`src/rtl/traffic_light_pkg.sv`:
```
`default_nettype none
// ============================================================================
// Module      : traffic_light_pkg
// Description : Lamp encodings, phase codes and phase helpers shared by the
//               intersection controller and its timer.
// Revision    : 1.0 - initial release
// ============================================================================
package traffic_light_pkg;

  localparam logic [1:0] LAMP_RED    = 2'b00;
  localparam logic [1:0] LAMP_GREEN  = 2'b01;
  localparam logic [1:0] LAMP_YELLOW = 2'b10;

  typedef enum logic [2:0] {
    HWY_G  = 3'd0,
    HWY_Y  = 3'd1,
    ALLR_1 = 3'd2,
    ST_G   = 3'd3,
    ST_Y   = 3'd4,
    ALLR_2 = 3'd5
  } state_t;

  function automatic int unsigned state_dur(input state_t s,
                                            input int unsigned t_hwy_green,
                                            input int unsigned t_st_green,
                                            input int unsigned t_yellow,
                                            input int unsigned t_allred);
    case (s)
      HWY_G:          return t_hwy_green;
      HWY_Y, ST_Y:    return t_yellow;
      ALLR_1, ALLR_2: return t_allred;
      ST_G:           return t_st_green;
      default:        return t_hwy_green;
    endcase
  endfunction

  function automatic state_t next_phase(input state_t s);
    case (s)
      HWY_G:   return HWY_Y;
      HWY_Y:   return ALLR_1;
      ALLR_1:  return ST_G;
      ST_G:    return ST_Y;
      ST_Y:    return ALLR_2;
      default: return HWY_G;
    endcase
  endfunction

  function automatic logic [1:0] hwy_lamp(input state_t s);
    case (s)
      HWY_G:   return LAMP_GREEN;
      HWY_Y:   return LAMP_YELLOW;
      default: return LAMP_RED;
    endcase
  endfunction

  function automatic logic [1:0] st_lamp(input state_t s);
    case (s)
      ST_G:    return LAMP_GREEN;
      ST_Y:    return LAMP_YELLOW;
      default: return LAMP_RED;
    endcase
  endfunction

endpackage
`default_nettype wire

```
`src/rtl/traffic_light_ctrl_if.sv`:
```
`default_nettype none
// ============================================================================
// Module      : traffic_light_ctrl_if
// Description : Time base, demand and lamp signals of the intersection
//               controller. Pedestrian signals exist with TRAFFIC_LIGHT_PED_EN.
// Revision    : 1.0 - initial release
// ============================================================================
interface traffic_light_ctrl_if #(
  parameter int CNT_W = 8
);
  logic             tick;
  logic             street_req;
  logic [1:0]       highway;
  logic [1:0]       street;
  logic [2:0]       phase;
  logic [CNT_W-1:0] timer;
`ifdef TRAFFIC_LIGHT_PED_EN
  logic             ped_req;
  logic             walk;

  modport master (input tick, street_req, ped_req,
                  output highway, street, phase, timer, walk);
  modport slave  (output tick, street_req, ped_req,
                  input highway, street, phase, timer, walk);
`else
  modport master (input tick, street_req,
                  output highway, street, phase, timer);
  modport slave  (output tick, street_req,
                  input highway, street, phase, timer);
`endif
endinterface
`default_nettype wire

```
`src/rtl/phase_timer.sv`:
```
`default_nettype none
// ============================================================================
// Module      : phase_timer
// Description : Loadable down-counter with tick enable; saturates at zero.
// Revision    : 1.0 - initial release
// ============================================================================
module phase_timer #(
  parameter int               CNT_W   = 8,
  parameter logic [CNT_W-1:0] RST_VAL = '0
) (
  input  wire logic             clk,
  input  wire logic             rst,
  input  wire logic             i_tick,
  input  wire logic             i_load,
  input  wire logic [CNT_W-1:0] i_load_val,
  output logic      [CNT_W-1:0] o_count,
  output logic                  o_zero
);

  logic [CNT_W-1:0] r_count;

  // Load wins over decrement so a phase change always starts a full interval.
  always_ff @(posedge clk) begin
    if (rst)
      r_count <= RST_VAL;
    else if (i_load)
      r_count <= i_load_val;
    else if (i_tick && (r_count != '0))
      r_count <= r_count - 1'b1;
  end

  assign o_count = r_count;
  assign o_zero  = (r_count == '0);

endmodule
`default_nettype wire

```
`src/rtl/traffic_light_ctrl.sv`:
```
`default_nettype none
// ============================================================================
// Module      : traffic_light_ctrl
// Description : Timed highway/street controller with all-red clearance and
//               demand-driven street service. Optional macro
//               TRAFFIC_LIGHT_PED_EN adds a pedestrian request and walk lamp.
// Revision    : 1.0 - initial release
// ============================================================================
module traffic_light_ctrl
  import traffic_light_pkg::*;
#(
  parameter int          CNT_W       = 8,
  parameter int unsigned T_HWY_GREEN = 20,
  parameter int unsigned T_ST_GREEN  = 10,
  parameter int unsigned T_YELLOW    = 3,
  parameter int unsigned T_ALLRED    = 1
) (
  input wire logic              clk,
  input wire logic              rst,
  traffic_light_ctrl_if.master  bus
);

  state_t           r_state;
  logic             r_req_pend;
  logic [1:0]       r_highway;
  logic [1:0]       r_street;
  state_t           w_next;
  logic             w_load;
  logic             w_demand;
  logic             w_zero;
  logic [CNT_W-1:0] w_timer;
  logic [CNT_W-1:0] w_load_val;

  function automatic logic [CNT_W-1:0] dur_m1(input state_t s);
    return CNT_W'(state_dur(s, T_HWY_GREEN, T_ST_GREEN, T_YELLOW, T_ALLRED) - 1);
  endfunction

`ifdef TRAFFIC_LIGHT_PED_EN
  logic r_ped_pend;
  logic r_walk;
  assign w_demand = r_req_pend | bus.street_req | r_ped_pend | bus.ped_req;
`else
  assign w_demand = r_req_pend | bus.street_req;
`endif

  always_comb begin
    w_next = r_state;
    w_load = 1'b0;
    case (r_state)
      HWY_G: begin
        if (bus.tick && w_zero && w_demand) begin
          w_next = HWY_Y;
          w_load = 1'b1;
        end
      end
      HWY_Y, ALLR_1, ST_G, ST_Y, ALLR_2: begin
        if (bus.tick && w_zero) begin
          w_next = next_phase(r_state);
          w_load = 1'b1;
        end
      end
      // Codes 6/7 recover immediately, independent of tick.
      default: begin
        w_next = HWY_G;
        w_load = 1'b1;
      end
    endcase
  end

  assign w_load_val = dur_m1(w_next);

  phase_timer #(
    .CNT_W   (CNT_W),
    .RST_VAL (CNT_W'(T_HWY_GREEN - 1))
  ) u_phase_timer (
    .clk        (clk),
    .rst        (rst),
    .i_tick     (bus.tick),
    .i_load     (w_load),
    .i_load_val (w_load_val),
    .o_count    (w_timer),
    .o_zero     (w_zero)
  );

  // Lamps are decoded from the next state so they track the state register.
  always_ff @(posedge clk) begin
    if (rst) begin
      r_state    <= HWY_G;
      r_req_pend <= 1'b0;
      r_highway  <= LAMP_GREEN;
      r_street   <= LAMP_RED;
`ifdef TRAFFIC_LIGHT_PED_EN
      r_ped_pend <= 1'b0;
      r_walk     <= 1'b0;
`endif
    end else begin
      r_state   <= w_next;
      r_highway <= hwy_lamp(w_next);
      r_street  <= st_lamp(w_next);
      if (w_load && (w_next == ST_G))
        r_req_pend <= 1'b0;
      else if (bus.street_req)
        r_req_pend <= 1'b1;
`ifdef TRAFFIC_LIGHT_PED_EN
      if (w_load && (w_next == ST_G)) begin
        r_ped_pend <= 1'b0;
        r_walk     <= r_ped_pend;
      end else begin
        if (bus.ped_req)
          r_ped_pend <= 1'b1;
        if (w_next != ST_G)
          r_walk <= 1'b0;
      end
`endif
    end
  end

  assign bus.highway = r_highway;
  assign bus.street  = r_street;
  assign bus.phase   = r_state;
  assign bus.timer   = w_timer;
`ifdef TRAFFIC_LIGHT_PED_EN
  assign bus.walk    = r_walk;
`endif

endmodule
`default_nettype wire

```
`src/flat_wrapper.sv`:
```
// flat-port wrapper written by rule: the top's interface ports become plain ports
module traffic_light_ctrl_flat import traffic_light_pkg::*;
#(
  parameter int          CNT_W       = 8,
  parameter int unsigned T_HWY_GREEN = 20,
  parameter int unsigned T_ST_GREEN  = 10,
  parameter int unsigned T_YELLOW    = 3,
  parameter int unsigned T_ALLRED    = 1
)
  (clk, rst, bus_tick, bus_street_req, bus_highway, bus_street, bus_phase, bus_timer);
  traffic_light_ctrl_if #(.CNT_W(CNT_W)) bus_i ();
  input wire logic clk;
  input wire logic rst;
  input wire logic [$bits(bus_i.tick)-1:0] bus_tick;
  input wire logic [$bits(bus_i.street_req)-1:0] bus_street_req;
  output wire logic [$bits(bus_i.highway)-1:0] bus_highway;
  output wire logic [$bits(bus_i.street)-1:0] bus_street;
  output wire logic [$bits(bus_i.phase)-1:0] bus_phase;
  output wire logic [$bits(bus_i.timer)-1:0] bus_timer;
  assign bus_i.tick = bus_tick;
  assign bus_i.street_req = bus_street_req;
  assign bus_highway = bus_i.highway;
  assign bus_street = bus_i.street;
  assign bus_phase = bus_i.phase;
  assign bus_timer = bus_i.timer;
  traffic_light_ctrl #(.CNT_W(CNT_W), .T_HWY_GREEN(T_HWY_GREEN), .T_ST_GREEN(T_ST_GREEN), .T_YELLOW(T_YELLOW), .T_ALLRED(T_ALLRED)) u_core (.clk(clk), .rst(rst), .bus(bus_i));
endmodule
```
`config.mk`:
```
export PLATFORM = sky130hd
export DESIGN_NAME = traffic_light_ctrl_flat
export DESIGN_NICKNAME = d
export VERILOG_FILES = /design/src/rtl/traffic_light_pkg.sv /design/src/rtl/traffic_light_ctrl_if.sv /design/src/rtl/phase_timer.sv /design/src/rtl/traffic_light_ctrl.sv /design/src/flat_wrapper.sv
export SDC_FILE = /design/constraint.sdc
export NUM_CORES = 1
export LEC_CHECK = 0
export CAP_MARGIN = 40
export CORE_ASPECT_RATIO = 0.5
export CORE_MARGIN = 5
export CORE_UTILIZATION = 34
export DETAILED_ROUTE_END_ITERATION = 16
export DONT_BUFFER_PORTS = 1
export PLACE_DENSITY = 0.51
export SLEW_MARGIN = 20
export SYNTH_ARGS = -nofsm -noshare
export SYNTH_HDL_FRONTEND = slang
export SYNTH_SLANG_ARGS = --single-unit
```
`constraint.sdc`:
```
create_clock -name clk -period 4.25 [get_ports clk]
set_clock_uncertainty 0.05 [all_clocks]
set_input_delay 0.425 -clock clk [delete_from_list [all_inputs] [get_ports clk]]
set_output_delay 0.425 -clock clk [all_outputs]
set_load 0.005 [all_outputs]
```
==> results of run 1 <==
-- sequential cells by signal (all words and copies together), names as in the netlist --
register / cells
u_core.bus.street: 2
u_core.u_phase_timer.o_count: 8
u_core.bus.highway: 2
u_core.r_req_pend: 1
u_core.bus.phase: 3
-- layer usage --
metal  up-vias  track usage (%)  routed length (µm)
li1        435                -                   -
met1       375            15.52                1201
met2        28            17.42                 855
met3         5            5.079                 188
met4         0            5.678                  37
met5         -                0                   0
-- Yosys cell counts, types with 2 or more instances --
cell type  instances  area, µm²
a31oi_1            4      25.02
ha_1               3      37.54
a211oi_1           2      15.01
xnor2_1            3      26.28
o21ai_0            6      30.03
nor2_1            11      41.29
nor2b_1            2      12.51
nor4_1             2      12.51
or4_1              2      15.01
nand3_1            2      10.01
nand2_1            8      30.03
inv_1              6      22.52
or3_1              3      18.77
clkbuf_1           4      15.01
xor2_1             2      17.52
a21oi_1            9      45.04
nor3_1             3      15.01
nand2b_1           2      12.51
dfxtp_1           16      320.3
nor3b_1            4      30.03
-- critical path, stage by stage (launching register included) --
cell and delay [ns]:
dfxtp_1 0.38, or4_1 0.70, nor3_4 0.39, o211ai_1 0.18, or3b_2 0.49, ha_1 0.25, nor2b_1 0.15, o221ai_1 0.22
a32oi_1 0.12
-- cells by family (layout without fill, tap and decap cells) --
family / count (synthesis) / after routing / share of synthesized area, %
DFF: 16 / 16 / 33.77
muxes: 1 / 1 / 1.055
and+or+nand+nor: 47 / 47 / 29.16
xor gates and xnor gates: 5 / 5 / 4.618
AOI/OAI and AO/OA: 34 / 34 / 22.96
adders and majority gates: 3 / 3 / 3.958
buffers and inverters: 11 / 10 / 4.484
-- report_power, final --
| part | internal [mW] | switching, mW | total [mW] | leakage [nW] |
|---|---|---|---|---|
| clock network | 0.0824 | 0.0559 | 0.138 | 0.0288 |
| logic | 0.0105 | 0.0147 | 0.0252 | 0.214 |
| registers | 0.154 | 0.00523 | 0.159 | 0.130 |
| total | 0.247 | 0.0758 | 0.323 | 0.372 |
-- area by class of cell --
type	count	share of cell area [%]
clock buffer	4	5.346
sequential	16	31.11
multi-input combinational	90	56.87
inverter	6	2.187
tap	37	4.496
-- through the flow --
step / area (µm²) / power (mW) / hold WS [ns] / setup WS, ns
after floorplan: 948.4 / 0.1829 / 0.4787 / 1.511
after global placement: 974.7 / 0.1879 / 0.4467 / 1.269
after detailed placement: 974.7 / 0.1871 / 0.4469 / 1.213
after CTS: 1030 / 0.3260 / 0.1728 / 1.216
after global routing: 1030 / 0.3365 / 0.1726 / 1.033
final: 1030 / 0.3225 / 0.1801 / 1.200
-- worst paths after layout --
kind / cells after the start / end / slack (ns)
setup reg to reg: 8 / u_core.u_phase_timer.o_count[4]$_SDFFE_PP1P_ / 1.20
setup / recovery: 8 / u_core.u_phase_timer.o_count[4]$_SDFFE_PP1P_ / 1.20
hold / removal: 1 / u_core.bus.phase[2]$_SDFF_PP0_ / 0.18
hold reg to reg: 2 / u_core.u_phase_timer.o_count[7]$_SDFFE_PP0P_ / 0.55
==> flow_metrics.env, run 1 <==
export IMPL_status="complete, no violations"
export IMPL_dp_cells=149
export IMPL_critPathLaunchType="flip-flop"
export IMPL_final_layout_size_suffix_gt1_share_pct=6.034
export IMPL_clock_latency_ns=0.25
export IMPL_drv_cap=0
export IMPL_vias=843
export IMPL_finalNonFillerCells=153
export IMPL_synth_ff_type="dfxtp_1"
export IMPL_clk_pin_slew_ns=0.06
export IMPL_leakagePower_nw=0.3723
export IMPL_cts_resized=0
export IMPL_antenna_found_initial=0
export IMPL_peakVddDrop_mv=0.08705
export IMPL_final_common_cell="dfxtp_1"
export IMPL_numCtsBuffers=3
export IMPL_holdCritStartpoint="rst"
export IMPL_cp_required_ns=4.33
export IMPL_report_final_slew_viol_count=0
export IMPL_async_flop_share_pct=0
export IMPL_die_w_um=84.69
export IMPL_seq_area_frac_synth_pct=33.77
export IMPL_yosysUniqueCellTypes=43
export IMPL_cts_htree_levels=1
export IMPL_syn_inst=117
export IMPL_start_util_pct=35.99
export IMPL_hold_viol=0
export IMPL_numPortBuffers=0
export IMPL_hold_path_class="input pin to flip-flop"
export IMPL_fin_crit_ns=3.051
export IMPL_rows=13
export IMPL_grt_overflow_total=0
export IMPL_synth_edff_count=0
export IMPL_dieHeight_um=47.35
export IMPL_worstPathArrival_ns=3.13
export IMPL_syn_nets=124
export IMPL_syn_cell_area_um2=948.4
export IMPL_grt_max_degree=18
export IMPL_first_global_vias=701
export IMPL_postCtsHoldBufs=0
export IMPL_relSlewSlack_pct=62.19
export IMPL_cts_setup_buffers=0
export IMPL_multi_input_area_um2=585.6
export IMPL_max_freq_ghz=0.3278
export IMPL_ys_warn_count=0
export IMPL_final_cell_mix="dfxtp_1 (16), nor2_1 (11), a21oi_1 (9)"
export IMPL_track_usage_pct=11.96
export IMPL_period_share_pct=71.78
export IMPL_via_per_inst=5.510
export IMPL_wl_mm=2.282
export IMPL_startpoint="u_core.u_phase_timer.o_count[4]$_SDFFE_PP1P_"
export IMPL_worst_path_max_fanout=10
export IMPL_coreArea_um2=2635
export IMPL_wl_per_cell_um=14.92
export IMPL_rsz0062_at_grt="false"
export IMPL_ys_ff_latch=16
export IMPL_clock_root_buffer="clkbuf_8"
export IMPL_cts_sinks=16
export IMPL_pin_count=19
export IMPL_n_antenna_cell=0
export IMPL_routabilityCongestion=0.7752
export IMPL_fillers=286
export IMPL_ant_nets=0
export IMPL_setup_violations=0
export IMPL_criticalPathCategory="flip-flop to flip-flop"
export IMPL_dr_pass1_iters=4
export IMPL_p_per_area_nw_per_um2=313.2
export IMPL_initialDrtViolationCount=85
export IMPL_worst_slew_pin_slew_ns=0.5664
export IMPL_die_area_um2=4010
export IMPL_syn_avg_cell_area_um2=8.106
export IMPL_crit_reg2reg_launch="u_core.u_phase_timer.o_count[4]$_SDFFE_PP1P_"
export IMPL_utilization_pct=39.08
export IMPL_cts_buffer_depth=2
export IMPL_cts_tree="done"
export IMPL_fin_nets=124
export IMPL_dp_final_hpwl_mm=1.698
export IMPL_areaGrowthSynthToFinish_pct=8.575
export IMPL_tns_ns=0
export IMPL_drcViolationCount=0
export IMPL_crit_path_end_kind="flip-flop"
export IMPL_regArea_um2=320.3
export IMPL_grt_first_pass_wirelength_mm=3.574
(Power assumes the default switching activity.)
==> inputs of run 2 (changes only) <==
- PLACE_DENSITY: 0.51 -> 0.53
- clock period: 4.25 -> 2.8 ns (I/O delays scaled with it)
==> flow_metrics.env, run 2 (same netlist as run 1, synthesis figures left out) <==
export IMPL_fin_nets=138
export IMPL_grt_max_degree=17
export IMPL_max_freq_ghz=0.3783
export IMPL_clock_latency_ns=0.25
export IMPL_wl_mm=2.474
export IMPL_numPortBuffers=0
export IMPL_tns_ns=0
export IMPL_cp_top_family="simple AND/OR/NAND/NOR gates"
export IMPL_antenna_found_initial=0
export IMPL_relSlewSlack_pct=69.77
export IMPL_dp_final_hpwl_mm=1.856
export IMPL_areaGrowthSynthToFinish_pct=18.47
export IMPL_dr_pass1_iters=4
export IMPL_first_global_vias=838
export IMPL_largest_reg_flops=8
export IMPL_drv_cap=0
export IMPL_worst_slew_pin_slew_ns=0.4487
export IMPL_die_area_um2=4010
export IMPL_wl_per_cell_um=14.90
export IMPL_final_cell_mix="dfxtp_1 (16), buf_4 (14), nor2_1 (11)"
export IMPL_rsz0062_at_grt="false"
export IMPL_clock_root_buffer="clkbuf_8"
export IMPL_grt_overflow_total=0
export IMPL_die_w_um=84.69
export IMPL_dpl_cell_area_um2=1080
export IMPL_finish_instance_area_um2=1124
export IMPL_setup_violations=0
export IMPL_hold_path_class="input pin to flip-flop"
export IMPL_criticalPathCategory="flip-flop to flip-flop"
export IMPL_leakagePower_nw=0.4406
export IMPL_critPathLaunchType="flip-flop"
export IMPL_rows=13
export IMPL_n_antenna_cell=0
export IMPL_track_usage_pct=13.77
export IMPL_regArea_um2=320.3
export IMPL_final_layout_size_suffix_gt1_share_pct=16.28
export IMPL_pin_count=19
export IMPL_final_common_cell="dfxtp_1"
export IMPL_dieHeight_um=47.35
export IMPL_report_final_slew_viol_count=0
export IMPL_routabilityCongestion=0.8319
export IMPL_worst_path_max_fanout=5
export IMPL_cts_sinks=16
export IMPL_crit_chain="inv_1 > ha_1 > or3b_4 > nor3_4 > o211ai_1 > or3b_2 > ha_1 > a21boi_0 > o221ai_1 > a32oi_1"
export IMPL_start_util_pct=35.99
export IMPL_initialDrtViolationCount=32
export IMPL_multi_input_area_um2=588.1
export IMPL_cp_required_ns=2.87
export IMPL_cp_slowest_cell="or3b_2"
export IMPL_crit_path_end_kind="flip-flop"
export IMPL_period_share_pct=94.40
export IMPL_crit_top_cell="ha_1"
export IMPL_worstPathArrival_ns=2.72
export IMPL_hold_viol=0
export IMPL_fillers=295
export IMPL_ant_nets=0
export IMPL_p_total_mw=0.4620
export IMPL_cts_buffer_depth=2
export IMPL_numCtsBuffers=3
export IMPL_fin_crit_ns=2.643
export IMPL_coreArea_um2=2635
export IMPL_peakVddDrop_mv=0.1377
export IMPL_cts_htree_levels=1
export IMPL_clk_pin_slew_ns=0.06
export IMPL_via_per_inst=5.349
export IMPL_grt_first_pass_wirelength_mm=4.091
export IMPL_p_per_area_nw_per_um2=411.2
export IMPL_status="complete, no violations"
export IMPL_finalNonFillerCells=166
export IMPL_dp_cells=163
export IMPL_vias=888
export IMPL_path_buf_inv=1
export IMPL_critPathMaxStageDelay_ns=0.49
export IMPL_cts_tree="done"
export IMPL_drcViolationCount=0
-- run 2: what timing repair did --
item | 4_1_cts | 5_1_grt
resized for setup | 0 | 2
endpoints found under the setup margin | 0 | 2
hold buffers | 0 | 0
buffers inserted | 0 | 0
-- run 2: cell type report --
cell class	count	area share [%]
Inverter	6	2.004
Clock buffer	3	3.675
Tap cell	37	4.120
Sequential cell	16	28.51
Multi-Input combinational cell	90	52.34
Timing Repair Buffer	14	9.354
-- run 2: worst paths after layout --
kind,cells after the start,to,start,slack (ns)
worst min register to register,3,u_core.bus.street[1]$_SDFF_PP0_,u_core.bus.phase[0]$_SDFF_PP0_,0.52
worst min-delay path,1,u_core.bus.street[0]$_SDFF_PP0_,rst,0.04
worst max register to register,10,u_core.u_phase_timer.o_count[4]$_SDFFE_PP1P_,u_core.u_phase_timer.o_count[0]$_SDFFE_PP1P_,0.16
worst max-delay path,10,u_core.u_phase_timer.o_count[4]$_SDFFE_PP1P_,u_core.u_phase_timer.o_count[0]$_SDFFE_PP1P_,0.16
-- run 2: per-stage QoR --
stage	setup slack (ns)	util, %	hold WS (ns)
floorplan	0.06102	-	0.3337
global placement	0.1555	40.98	0.3039
detailed placement	0.1027	40.98	0.3025
CTS	0.09791	42.55	0.03470
global route	0.02530	42.64	0.02878
finish	0.1567	42.64	0.04109
-- run 2: metal layers --
layer	wire, µm	vias up	GRT usage [%]
met3	160	2	5.779
met5	0	-	0
li1	-	458	-
met2	1037	24	21.62
met1	1263	404	17.47
met4	12	0	4.732
-- run 2: where the power goes --
group	total (mW)	switching (mW)	internal, mW
sequential	0.238	0.00461	0.234
clock	0.175	0.0792	0.0955
combinational	0.0491	0.0274	0.0217
